==> config.mk <==
export PLATFORM = sky130hd
export DESIGN_NAME = pipeline_hazard_ctrl
export DESIGN_NICKNAME = d
export VERILOG_FILES = /design/src/rtl/cpu_types_pkg.sv /design/src/rtl/hazard_detect.sv /design/src/rtl/pipeline_hazard_ctrl.sv
export SDC_FILE = /design/constraint.sdc
export NUM_CORES = 1
export LEC_CHECK = 0
export BUFFER_PORTS_ARGS = -buffer_cell sky130_fd_sc_hd__buf_4
export CAP_MARGIN = 5
export CORE_MARGIN = 2
export CORE_UTILIZATION = 51
export CTS_CLUSTER_SIZE = 14
export DETAILED_ROUTE_END_ITERATION = 10
export MAX_ROUTING_LAYER = met4
export PLACE_DENSITY = 0.87
export SYNTH_ARGS = -nofsm -noshare
export SYNTH_HDL_FRONTEND = slang
export SYNTH_HIERARCHICAL = 1
export SYNTH_SLANG_ARGS = --single-unit
==> constraint.sdc <==
create_clock -name CLK -period 7 [get_ports CLK]
set_input_delay 0.35 -clock CLK [delete_from_list [all_inputs] [get_ports CLK]]
set_output_delay 0.35 -clock CLK [all_outputs]
set_load 0.1 [all_outputs]
==> src/rtl/cpu_types_pkg.sv <==
// Shared CPU types: register index width and hazard-controller state encoding.
// Purely declarative; no latency and no flow control.
package cpu_types_pkg;

  typedef logic [4:0] regbits_t;

  typedef enum logic [1:0] {
    RUN    = 2'd0,
    DWAIT  = 2'd1,
    HALTED = 2'd2
  } hzstate_t;

  localparam logic [15:0] STALL_MAX = 16'hFFFF;

endpackage

==> src/rtl/hazard_detect.sv <==
// Load-use comparator: load in EX whose nonzero destination feeds a source in ID.
// Combinational, zero latency; stalls are applied by the caller.
module hazard_detect
  import cpu_types_pkg::*;
(
  input  logic     idex_dmemREN,
  input  regbits_t idex_rt,
  input  regbits_t ifid_rs,
  input  regbits_t ifid_rt,
  output logic     load_use
);

  // r0 is hardwired to zero, so a load into it never creates a dependency
  assign load_use = idex_dmemREN && (idex_rt != '0) &&
                    ((idex_rt == ifid_rs) || (idex_rt == ifid_rt));

endmodule

==> src/rtl/pipeline_hazard_ctrl.sv <==
// Five-stage pipeline hazard control: latch enables/flushes from state and inputs.
// Outputs are combinational (zero latency); stalls hold upstream latches and bubble downstream.
module pipeline_hazard_ctrl
  import cpu_types_pkg::*;
(
  input  logic        CLK,
  input  logic        nRST,
  input  logic        ihit,
  input  logic        dhit,
  input  regbits_t    ifid_rs,
  input  regbits_t    ifid_rt,
  input  regbits_t    idex_rt,
  input  logic        idex_dmemREN,
  input  logic        exmem_dmemREN,
  input  logic        exmem_dmemWEN,
  input  logic        ex_redirect,
  input  logic        memwb_halt,
  output logic        pc_en,
  output logic        ifid_en,
  output logic        idex_en,
  output logic        exmem_en,
  output logic        memwb_en,
  output logic        ifid_flush,
  output logic        idex_flush,
  output logic        halted,
  output logic [15:0] stall_cycles
);

  hzstate_t state, next_state;
  logic     redirect_pending, next_pending;
  logic     load_use;
  logic     dmem_busy;
  logic     frozen;

  hazard_detect u_hazard_detect (
    .idex_dmemREN (idex_dmemREN),
    .idex_rt      (idex_rt),
    .ifid_rs      (ifid_rs),
    .ifid_rt      (ifid_rt),
    .load_use     (load_use)
  );

  assign dmem_busy = (exmem_dmemREN || exmem_dmemWEN) && !dhit;
  assign frozen    = !nRST || (state == HALTED) || ((state == DWAIT) && !dhit);

  always_ff @(posedge CLK) begin
    if (!nRST) begin
      state            <= RUN;
      redirect_pending <= 1'b0;
      stall_cycles     <= '0;
    end else begin
      state            <= next_state;
      redirect_pending <= next_pending;
      if (!pc_en && (state != HALTED) && (stall_cycles != STALL_MAX))
        stall_cycles <= stall_cycles + 16'd1;
    end
  end

  always_comb begin
    next_state   = state;
    next_pending = redirect_pending;
    pc_en        = 1'b0;
    ifid_en      = 1'b0;
    idex_en      = 1'b0;
    exmem_en     = 1'b0;
    memwb_en     = 1'b0;
    ifid_flush   = 1'b0;
    idex_flush   = 1'b0;
    halted       = nRST && (state == HALTED);

    if (!frozen) begin
      if (memwb_halt) begin
        next_state = HALTED;
      end else if (dmem_busy) begin
        next_state = DWAIT;
      end else begin
        next_state = RUN;
        pc_en      = 1'b1;
        ifid_en    = 1'b1;
        idex_en    = 1'b1;
        exmem_en   = 1'b1;
        memwb_en   = 1'b1;
        if (ex_redirect) begin
          idex_flush = 1'b1;
          if (ihit) begin
            ifid_flush   = 1'b1;
            next_pending = 1'b0;
          end else begin
            pc_en        = 1'b0;
            ifid_en      = 1'b0;
            next_pending = 1'b1;
          end
        end else begin
          if (load_use || !ihit) begin
            pc_en      = 1'b0;
            ifid_en    = 1'b0;
            idex_flush = 1'b1;
          end
          // the wrong-path instruction still parked in IF/ID is replaced by a bubble
          if (redirect_pending && ihit) begin
            ifid_en      = 1'b1;
            ifid_flush   = 1'b1;
            next_pending = 1'b0;
          end
        end
      end
    end
  end

endmodule

==> flow_metrics.env, run 1 <==
export IMPL_synth_distinct_cells=32
export IMPL_layout_commonest_cell="buf_4"
export IMPL_rr_worst_depth=5
export IMPL_core_sq_um=2210
export IMPL_path_cells="buf_4 -> xor2_1 -> nor3_1 -> nand3_1 -> a21oi_1 -> nor2b_1 -> o32ai_2 -> or4_4 -> or4_1 -> a21oi_1"
export IMPL_grt_start_max_net_pins=16
export IMPL_path_clk_slew_ps=120
export IMPL_drv_slew=0
export IMPL_synth_edff_count=0
export IMPL_avgSynthCellArea_sq_um=7.84
export IMPL_synthArstFlopShare_pct=0
export IMPL_htreeDepth=1
export IMPL_viasPerCell=5.74
export IMPL_crit_fanout=5
export IMPL_yosysTopAreaCellShare_pct=32.1
export IMPL_pre_cts_ws_ps=4140
export IMPL_drt_total_wl_mm=2.95
export IMPL_worstPathRequired_ps=7240
export IMPL_fmax_mhz=391
export IMPL_rr_startpoint="state[1]"
export IMPL_syn_inst=151
export IMPL_ant_nets=0
export IMPL_cts_buffers=3
export IMPL_final_util_pct=71.1
export IMPL_p_leak_nw=0.654
export IMPL_crit_top_cell="a21oi_1"
export IMPL_crit_type="in -> reg"
export IMPL_min_path_type="in -> reg"
export IMPL_nets=223
export IMPL_hold_start="dhit"
export IMPL_rsz0062_at_grt="false"
export IMPL_skew_ps=4.79
export IMPL_synth_adder_area_share_pct=1.06
export IMPL_setup_ws_ps=4440
export IMPL_hold_viol=0
export IMPL_yosys_area_share_simple_pct=34.5
export IMPL_io_buffers=47
export IMPL_setup_tns_ps=0
export IMPL_via_count=1291
export IMPL_status="complete, no violations"
export IMPL_synth_area_mux_share_pct=4.23
export IMPL_ff2ff_setup_slack_ps=4950
export IMPL_cts_tree="built"
export IMPL_gr_total_overflow=0
export IMPL_grt_pass1_wl_mm=4.89
export IMPL_reg2reg_to="stall_cycles[11]"
export IMPL_io_pins=48
export IMPL_clockBufferDepth=2
export IMPL_timing_slew_headroom_pct=38.4
export IMPL_worst_ir_drop_vdd_mv=0.113
export IMPL_hpwl_mm=2.30
export IMPL_min_period_ps=2560
export IMPL_drv_cap=0
export IMPL_antenna_found_initial=0
export IMPL_die_w_microns=52.2
export IMPL_worstMarginPinSlew_ps=916
export IMPL_synth_ff_type="dfxtp_1"
export IMPL_drc=0
export IMPL_hold_end="state[0]"
export IMPL_critical_path_slowest_cell="or4_4"
export IMPL_yosysTopAreaCell="dfxtp_1"
export IMPL_power_total_uw=248
export IMPL_synth_xor_area_share_pct=8.88
export IMPL_synth_compound_area_share_pct=15.1
export IMPL_worstSkewPairLatency_ps=300
export IMPL_setup_viol=0
export IMPL_post_cts_buffers=0
export IMPL_gp_congestion=0.888
export IMPL_cts_sinks=19
export IMPL_dieHeight_microns=52.2
export IMPL_dieArea_sq_um=2720
export IMPL_synth_top_family_by_area="simple AND/OR/NAND/NOR gates"
export IMPL_grt_pass1_vias=1130
export IMPL_ctsHoldBuffers=0
export IMPL_end_kind="flip-flop"
export IMPL_synthToLayoutAreaGrowth_pct=32.9
export IMPL_diodes=0
export IMPL_cellPowerDensity_nw_per_um2=157
export IMPL_drive_gt1_share_pct=27.4
export IMPL_row_count=17
export IMPL_cpPeakStageDelay_ps=590
export IMPL_firstDrtPassIters=4
export IMPL_initial_core_util_pct=53.5
export IMPL_final_cell_mix="buf_4, dfxtp_1, a21oi_1"
export IMPL_synth_area_sq_um=1180
export IMPL_post_cts_resized=0
export IMPL_ys_top_cells_by_area="dfxtp_1, a21oi_1, xor2_1"
export IMPL_cp_startpoint="idex_rt[0]"
export IMPL_drt_wirelength_per_cell_microns=13.1
export IMPL_ys_warn_count=6
export IMPL_critPathLaunchType="primary input"
export IMPL_ys_ff_latch=19
export IMPL_cts_root_buffer="clkbuf_4"
export IMPL_finalCritPeriodShare_pct=36.5
export IMPL_hold_depth=2
export IMPL_drt_initial_drc_count=31
export IMPL_synthesis_nets=176
export IMPL_yosysSeqAreaShare_pct=32.1
export IMPL_worstPathArrival_ps=2790
export IMPL_grt_use_total_pct=24.1
[worst max-delay path: cells and delay by family]
kind	cells	cell delay [ps]
xor+xnor	1	150
simple gates	5	1590
compound gates	3	570
buf+inv	1	130
[cell type report]
| type | instances | area, sq um |
|---|---|---|
| multi-input cells | 121 | 754 |
| fillers | 181 | 639 |
| flip-flops and latches | 19 | 380 |
| repair buffers | 47 | 353 |
| well taps | 28 | 35.0 |
| clock buffers | 3 | 22.5 |
| inverters | 6 | 22.5 |
| clock inverters | 1 | 5.00 |
[metrics by stage]
step	area (sq um)	hold WS, ps	std cells
6_report	1570	230	225
5_1_grt	1570	240	225
4_1_cts	1570	234	225
3_5_place_dp	1550	502	221
3_3_place_gp	1550	476	221
2_1_floorplan	1180	429	151
[where the power goes]
part / leakage (nW) / switching (mW) / total [mW] / internal [mW]
combinational: 0.482 / 0.0502 / 0.0744 / 0.0242
clock: 0.0177 / 0.0365 / 0.0578 / 0.0213
sequential: 0.154 / 0.00405 / 0.115 / 0.111
[logic make-up after synthesis]
kind of cell	Yosys count
adder cells (fa/ha/maj)	1
flip-flops	19
XOR/XNOR	12
AND/OR/NAND/NOR	74
multiplexers	5
buffers and inverters	11
AO/OA/AOI/OAI	29
[how the worst max path moves through the flow]
stage | endpoint | slack [ps] | cells past startpoint
6_report | stall_cycles[15] | 4440 | 10
5_1_grt | stall_cycles[11] | 4300 | 10
4_1_cts | stall_cycles[15] | 4460 | 10
3_5_place_dp | stall_cycles[15] | 4140 | 10
3_3_place_gp | stall_cycles[15] | 4230 | 10
2_1_floorplan | idex_flush | 1470 | 4
[sequential cells by signal, summed over array words and instances (netlist names)]
register	cells
redirect_pending	1
stall_cycles	16
state	2
[Yosys cell counts, drive strengths merged, types with 2 or more instances]
master  instances
dfxtp          19
a21oi          14
nor2           12
nand3          11
nand2          10
o21ai          10
nor3            8
xor2            7
inv             6
nand2b          6
or3             6
mux2i           5
nand4           5
or4             5
xnor2           5
clkbuf          3
nor4            3
and4            2
buf             2
nor3b           2
[per-layer routing]
layer / wire [microns] / track usage, % / up-vias
li1: - / - / 643
met1: 1310 / 29.5 / 611
met2: 1470 / 41.8 / 31
met3: 127 / 3.43 / 6
met4: 43 / 6.41 / 0
met5: 0 / - / -
No activity file was read; power rests on OpenSTA's default activity.
==> run 2, diff against run 1 <==
--- a/config.mk
+++ b/config.mk
@@ -5,14 +5,15 @@
 export SDC_FILE = /design/constraint.sdc
 export NUM_CORES = 1
 export LEC_CHECK = 0
+export ABC_AREA = 1
 export BUFFER_PORTS_ARGS = -buffer_cell sky130_fd_sc_hd__buf_4
 export CAP_MARGIN = 5
 export CORE_MARGIN = 2
-export CORE_UTILIZATION = 51
+export CORE_UTILIZATION = 46
 export CTS_CLUSTER_SIZE = 14
 export DETAILED_ROUTE_END_ITERATION = 10
 export MAX_ROUTING_LAYER = met4
-export PLACE_DENSITY = 0.87
+export PLACE_DENSITY = 0.79
 export SYNTH_ARGS = -nofsm -noshare
 export SYNTH_HDL_FRONTEND = slang
 export SYNTH_HIERARCHICAL = 1
==> constraint.sdc (replaced) <==
create_clock -name CLK -period 2.2 [get_ports CLK]
set_input_delay 0.11 -clock CLK [delete_from_list [all_inputs] [get_ports CLK]]
set_output_delay 0.11 -clock CLK [all_outputs]
set_load 0.1 [all_outputs]
==> run 2 against run 1 <==
  * Via count increased by 31%
  * Count of clock-buffer cells in the layout unchanged
  * Design area grew 22%
  * Total power rose to 3.2 times the previous value
  * Setup slack lost 4300 ps
  * Sequential share of layout area down 4.3 points
  * Critical path depth is 3 lower
  * Sequential power increased to 3.2 times the previous value
==> flow_metrics.env, run 2 <==
export IMPL_status="complete, no violations"
export IMPL_critPathLaunchType="flip-flop"
export IMPL_hold_viol=0
export IMPL_path_cells="inv_2 -> nand2_2 -> nand2_1 -> nor2_1 -> nand3_2 -> o21ai_1 -> buf_4"
export IMPL_die_w_microns=61.1
export IMPL_worstPathRequired_ps=2090
export IMPL_final_util_pct=62.6
export IMPL_synthArstFlopShare_pct=0
export IMPL_worstSkewPairLatency_ps=300
export IMPL_row_count=20
export IMPL_hold_start="nRST"
export IMPL_grt_start_max_net_pins=19
export IMPL_cts_tree="built"
export IMPL_io_buffers=47
export IMPL_cts_root_buffer="clkbuf_4"
export IMPL_htreeDepth=1
export IMPL_largest_register="stall_cycles"
export IMPL_syn_inst=250
export IMPL_setup_viol=0
export IMPL_antenna_found_initial=0
export IMPL_min_path_type="in -> reg"
export IMPL_cellPowerDensity_nw_per_um2=410
export IMPL_drv_cap=0
export IMPL_gp_congestion=0.859
export IMPL_io_pins=48
export IMPL_switching_share_pct=37.4
export IMPL_end_kind="output port"
export IMPL_clkPwrFrac_pct=23.3
export IMPL_min_period_ps=2060
export IMPL_sequentialPowerShare_pct=46.2
export IMPL_post_cts_resized=0
export IMPL_drt_initial_drc_count=60
export IMPL_setup_ws_ps=137
export IMPL_intPower_uw=494
export IMPL_rr_worst_depth=7
export IMPL_fmax_mhz=485
export IMPL_ys_warn_count=6
export IMPL_yosysTopAreaCellShare_pct=25.3
export IMPL_drt_wirelength_per_cell_microns=11.2
export IMPL_dp_cells=337
export IMPL_finalCritPeriodShare_pct=93.8
export IMPL_synthesis_nets=275
export IMPL_synthToLayoutAreaGrowth_pct=28.3
export IMPL_hold_depth=3
export IMPL_layout_commonest_cell="nand2_1"
export IMPL_clockBufferDepth=2
export IMPL_diodes=0
export IMPL_yosysTopAreaCell="dfxtp_1"
export IMPL_ys_ff_latch=19
export IMPL_synth_area_sq_um=1500
export IMPL_synth_distinct_cells=27
export IMPL_gr_total_overflow=0
export IMPL_combPwrFrac_pct=30.5
export IMPL_largest_reg_flops=16
export IMPL_yosysSeqAreaShare_pct=25.3
export IMPL_ys_top_cells_by_area="dfxtp_1, nand2_1, nand3_1"
export IMPL_timing_slew_headroom_pct=64.7
export IMPL_drc=0
export IMPL_reg2reg_to="stall_cycles[10]"
export IMPL_power_switching_uw=295
export IMPL_rr_startpoint="stall_cycles[0]"
export IMPL_dieHeight_microns=61.1
export IMPL_viasPerCell=4.97
export IMPL_top_regs="stall_cycles: 16 flops, state: 2 flops, redirect_pending: 1 flops"
export IMPL_post_cts_buffers=0
export IMPL_hpwl_mm=2.87
export IMPL_rsz0062_at_grt="false"
export IMPL_firstDrtPassIters=4
export IMPL_cts_buffers=3
export IMPL_grt_pass1_wl_mm=6.24
export IMPL_cpPeakStageDelay_ps=360
export IMPL_final_cell_mix="nand2_1, buf_4, inv_1"
export IMPL_skew_ps=3.92
export IMPL_nets=323
export IMPL_worst_ir_drop_vdd_mv=0.391
export IMPL_grt_use_total_pct=22.5
export IMPL_dieArea_sq_um=3740
export IMPL_synthTopCellsByCount="nand2_1, inv_1, nor2_1"
export IMPL_ctsHoldBuffers=0
export IMPL_pre_cts_ws_ps=371
export IMPL_synth_most_common_cell="nand2_1"
export IMPL_crit_type="reg -> out"
export IMPL_ff2ff_setup_slack_ps=450
export IMPL_core_sq_um=3080
export IMPL_power_total_uw=789
export IMPL_p_leak_nw=0.883
export IMPL_synth_ff_type="dfxtp_1"
export IMPL_critical_path_slowest_cell="dfxtp_1"
export IMPL_ant_nets=0
export IMPL_finalNonFillerCells=341
export IMPL_initial_core_util_pct=48.8
export IMPL_hold_end="redirect_pending"
export IMPL_drive_gt1_share_pct=25.3
export IMPL_cts_sinks=19
export IMPL_dpl_instance_area_sq_um=1900
export IMPL_worstMarginPinSlew_ps=527
export IMPL_fin_area_sq_um=1930
export IMPL_worstPathArrival_ps=1950
export IMPL_drv_slew=0
export IMPL_path_clk_slew_ps=120
export IMPL_grt_pass1_vias=1510
export IMPL_crit_fanout=12
export IMPL_synth_edff_count=0
export IMPL_via_count=1694
export IMPL_drt_total_wl_mm=3.83
export IMPL_avgSynthCellArea_sq_um=6.01
## run 2: changes by cell type in the layout (fill, tap and decap cells not counted), sizes merged, moves of 5 or more
cell,delta
nor2,+17
or3,-6
o21ai,-5
nand3,+14
nor3,-5
mux2i,-5
inv,+27
or4,-5
nand2b,-6
nand2,+72
nand4,+10
a21oi,+5
## run 2: layout make-up
| type | count | area, sq um |
|---|---|---|
| Clock buffer | 3 | 22.5 |
| Clock inverter | 1 | 5.00 |
| Fill cell | 332 | 1150 |
| Inverter | 34 | 128 |
| Multi-Input combinational cell | 191 | 965 |
| Sequential cell | 19 | 383 |
| Tap cell | 44 | 55.1 |
| Timing Repair Buffer | 49 | 368 |
## run 2: metal layers
| metal | up-vias | global-route usage [%] | share of wire [%] |
|---|---|---|---|
| met5 | - | - | 0 |
| met4 | 0 | 4.97 | 0.99 |
| met3 | 4 | 3.78 | 3.6 |
| met2 | 32 | 39.2 | 48 |
| met1 | 756 | 27.2 | 47 |
| li1 | 902 | - | - |
## run 2: power groups by stage
stage	Sequential (mW)	Combinational (mW)	Clock (mW)
global placement	0.372	0.238	0
global route	0.366	0.260	0.196
finish	0.365	0.241	0.184
floorplan	0.406	0.137	0
CTS	0.364	0.241	0.186
detailed placement	0.372	0.241	0
## run 2: how the worst max path moves through the flow
| stage | from | endpoint | slack (ps) | depth (start not counted) |
|---|---|---|---|---|
| 2_1_floorplan | state[0] | redirect_pending | -60 | 7 |
| 3_5_place_dp | idex_rt[2] | stall_cycles[10] | 370 | 12 |
| 5_1_grt | state[0] | ifid_en | 3 | 7 |
| 6_report | state[0] | ifid_en | 140 | 7 |
| 4_1_cts | state[0] | ifid_en | 140 | 7 |
| 3_3_place_gp | idex_rt[2] | stall_cycles[15] | 440 | 12 |
## run 2: per-stage QoR
| step | TNS (ps) | hold slack, ps |
|---|---|---|
| final | 0 | 61.5 |
| after global routing | 0 | 55.0 |
| after CTS | 0 | 58.3 |
| after detailed placement | 0 | 382 |
| after global placement | 0 | 378 |
| after floorplan | -126 | 231 |
## run 2: critical path, delay by kind of cell (launching register included)
kind                   cells  cell delay (ps)
buffers and inverters      2              360
flip-flops                 1              360
AO/OA/AOI/OAI              1              160
AND/OR/NAND/NOR            4              780
## run 2: kinds of logic (layout without fill, tap and decap cells)
logic type                 count (synthesis)  in the layout  synth area share [%]
and+or+nand+nor                          158            158                  48.7
buffers and inverters                     40             87                  11.2
AOI/OAI and AO/OA                         26             26                  10.3
DFF                                       19             19                  25.3
xor gates and xnor gates                   6              6                  3.50
adders and majority gates                  1              1                 0.833
==> run 3, diff against run 2 <==
--- a/config.mk
+++ b/config.mk
@@ -8,12 +8,13 @@
 export ABC_AREA = 1
 export BUFFER_PORTS_ARGS = -buffer_cell sky130_fd_sc_hd__buf_4
 export CAP_MARGIN = 5
-export CORE_MARGIN = 2
-export CORE_UTILIZATION = 46
+export CORE_MARGIN = 1
+export CORE_UTILIZATION = 37
 export CTS_CLUSTER_SIZE = 14
 export DETAILED_ROUTE_END_ITERATION = 10
+export HOLD_SLACK_MARGIN = 0.1
 export MAX_ROUTING_LAYER = met4
-export PLACE_DENSITY = 0.79
+export PLACE_DENSITY = 0.67
 export SYNTH_ARGS = -nofsm -noshare
 export SYNTH_HDL_FRONTEND = slang
 export SYNTH_HIERARCHICAL = 1
==> run 3 against run 2 <==
  * Largest cell class unchanged
  * Count of clock-buffer cells in the layout is the same
  * Wire length decreased by 2.0%
  * Worst hold slack better by 38 ps
  * Core utilization decreased by 11 points
==> flow_metrics.env, run 3 (same netlist as run 2, synthesis figures left out) <==
export IMPL_cp_num_buf_inv=2
export IMPL_timing_slew_headroom_pct=63.5
export IMPL_setup_tns_ps=0
export IMPL_cts_tree="built"
export IMPL_min_path_type="in -> reg"
export IMPL_path_cells="inv_2 -> nand2_2 -> nand2_1 -> nor2_1 -> nand3_2 -> o21ai_1 -> buf_4"
export IMPL_power_total_uw=858
export IMPL_cts_buffers=3
export IMPL_firstDrtPassIters=4
export IMPL_drt_initial_drc_count=76
export IMPL_drt_wirelength_per_cell_microns=10.8
export IMPL_grt_use_total_pct=19.3
export IMPL_final_cell_mix="nand2_1, buf_4, inv_1"
export IMPL_htreeDepth=1
export IMPL_synthToLayoutAreaGrowth_pct=30.3
export IMPL_finalNonFillerCells=346
export IMPL_crit_type="reg -> out"
export IMPL_antenna_found_initial=0
export IMPL_hpwl_mm=2.87
export IMPL_ctsHoldBuffers=0
export IMPL_worst_ir_drop_vdd_mv=0.343
export IMPL_gr_total_overflow=0
export IMPL_sequentialPowerShare_pct=42.4
export IMPL_worstMarginPinSlew_ps=546
export IMPL_crit_fanout=12
export IMPL_diodes=0
export IMPL_die_w_microns=65.7
export IMPL_cts_sinks=19
export IMPL_largest_reg_flops=16
export IMPL_fill_cells=402
export IMPL_multi_input_area_sq_um=965
export IMPL_drive_gt1_share_pct=25.5
export IMPL_layout_commonest_cell="nand2_1"
export IMPL_worstSkewPairLatency_ps=260
export IMPL_finalCritPeriodShare_pct=89.4
export IMPL_row_count=22
export IMPL_end_kind="output port"
export IMPL_rsz0062_at_grt="false"
export IMPL_dieHeight_microns=65.7
export IMPL_setup_viol=0
export IMPL_combPwrFrac_pct=28.1
export IMPL_power_switching_uw=304
export IMPL_dp_cells=342
export IMPL_post_cts_buffers=0
export IMPL_setup_ws_ps=234
export IMPL_critPathLaunchType="flip-flop"
export IMPL_via_count=1670
export IMPL_viasPerCell=4.83
export IMPL_clockBufferDepth=2
export IMPL_hold_viol=0
export IMPL_whs_ps=99.5
export IMPL_grt_pass1_wl_mm=6.44
export IMPL_path_clk_slew_ps=80
export IMPL_intPower_uw=553
export IMPL_ant_nets=0
export IMPL_final_util_pct=51.9
export IMPL_top_regs="stall_cycles: 16 flops, state: 2 flops, redirect_pending: 1 flops"
export IMPL_largest_register="stall_cycles"
export IMPL_status="complete, no violations"
export IMPL_critical_path_slowest_cell="dfxtp_1"
export IMPL_dieArea_sq_um=4320
export IMPL_io_buffers=47
export IMPL_pre_cts_ws_ps=357
export IMPL_p_leak_nw=0.896
export IMPL_core_sq_um=3770
export IMPL_post_cts_resized=0
export IMPL_drc=0
export IMPL_ff2ff_setup_slack_ps=450
export IMPL_nets=324
export IMPL_worstPathRequired_ps=2090
export IMPL_switching_share_pct=35.5
export IMPL_drt_total_wl_mm=3.75
export IMPL_grt_start_max_net_pins=19
export IMPL_initial_core_util_pct=39.8
export IMPL_gp_congestion=0.836
export IMPL_skew_ps=5.47
export IMPL_io_pins=48
export IMPL_worstPathArrival_ps=1860
export IMPL_drv_slew=0
export IMPL_cpPeakStageDelay_ps=350
export IMPL_critPathTopFamily="simple AND/OR/NAND/NOR gates"
export IMPL_grt_pass1_vias=1514
export IMPL_min_period_ps=1970
export IMPL_fin_area_sq_um=1960
export IMPL_cts_root_buffer="clkbuf_8"
export IMPL_fmax_mhz=509
export IMPL_drv_cap=0
export IMPL_dpl_instance_area_sq_um=1910
export IMPL_clkPwrFrac_pct=29.5
export IMPL_cellPowerDensity_nw_per_um2=438
export IMPL_regArea_sq_um=383
## run 3: cell count changes in the layout (fill, tap and decap cells not counted)
cell and delta:
clkbuf_4 -3, buf_4 +1, clkbuf_8 +3
## run 3: worst reg2reg max path, delay by kind of cell (launching register included)
kind | cells | cell delay (ps)
compound gates | 1 | 130
fa+ha+maj | 1 | 260
flops | 1 | 400
simple gates | 5 | 910
## run 3: final timing paths
check	from	to	cells after the start
setup reg to reg	stall_cycles[0]	stall_cycles[7]	7
setup / recovery	state[0]	ifid_en	7
hold / removal	nRST	redirect_pending	3
hold reg to reg	stall_cycles[14]	stall_cycles[14]	2
## run 3: power by group through the flow
stage | clock [mW] | combinational, mW | sequential (mW)
2_1_floorplan | 0 | 0.137 | 0.406
3_3_place_gp | 0 | 0.241 | 0.371
3_5_place_dp | 0 | 0.243 | 0.371
4_1_cts | 0.260 | 0.243 | 0.363
5_1_grt | 0.277 | 0.262 | 0.365
6_report | 0.253 | 0.241 | 0.363
## run 3: layout make-up
cell class	instances	share of cell area (%)
Inverter	34	6.52
Timing Repair Buffer	50	19.2
Sequential cell	19	19.6
Multi-Input combinational cell	191	49.3
Clock inverter	1	0.256
Clock buffer	3	2.11
Tap cell	48	3.07
## run 3: layer usage
metal  part of all wire [%]  wire (microns)  GRT usage (%)
met2                     46            1730           32.8
met3                    3.7             137           4.17
met1                     50            1860           23.2
met4                   0.45              17           4.35
met5                      0               0              -
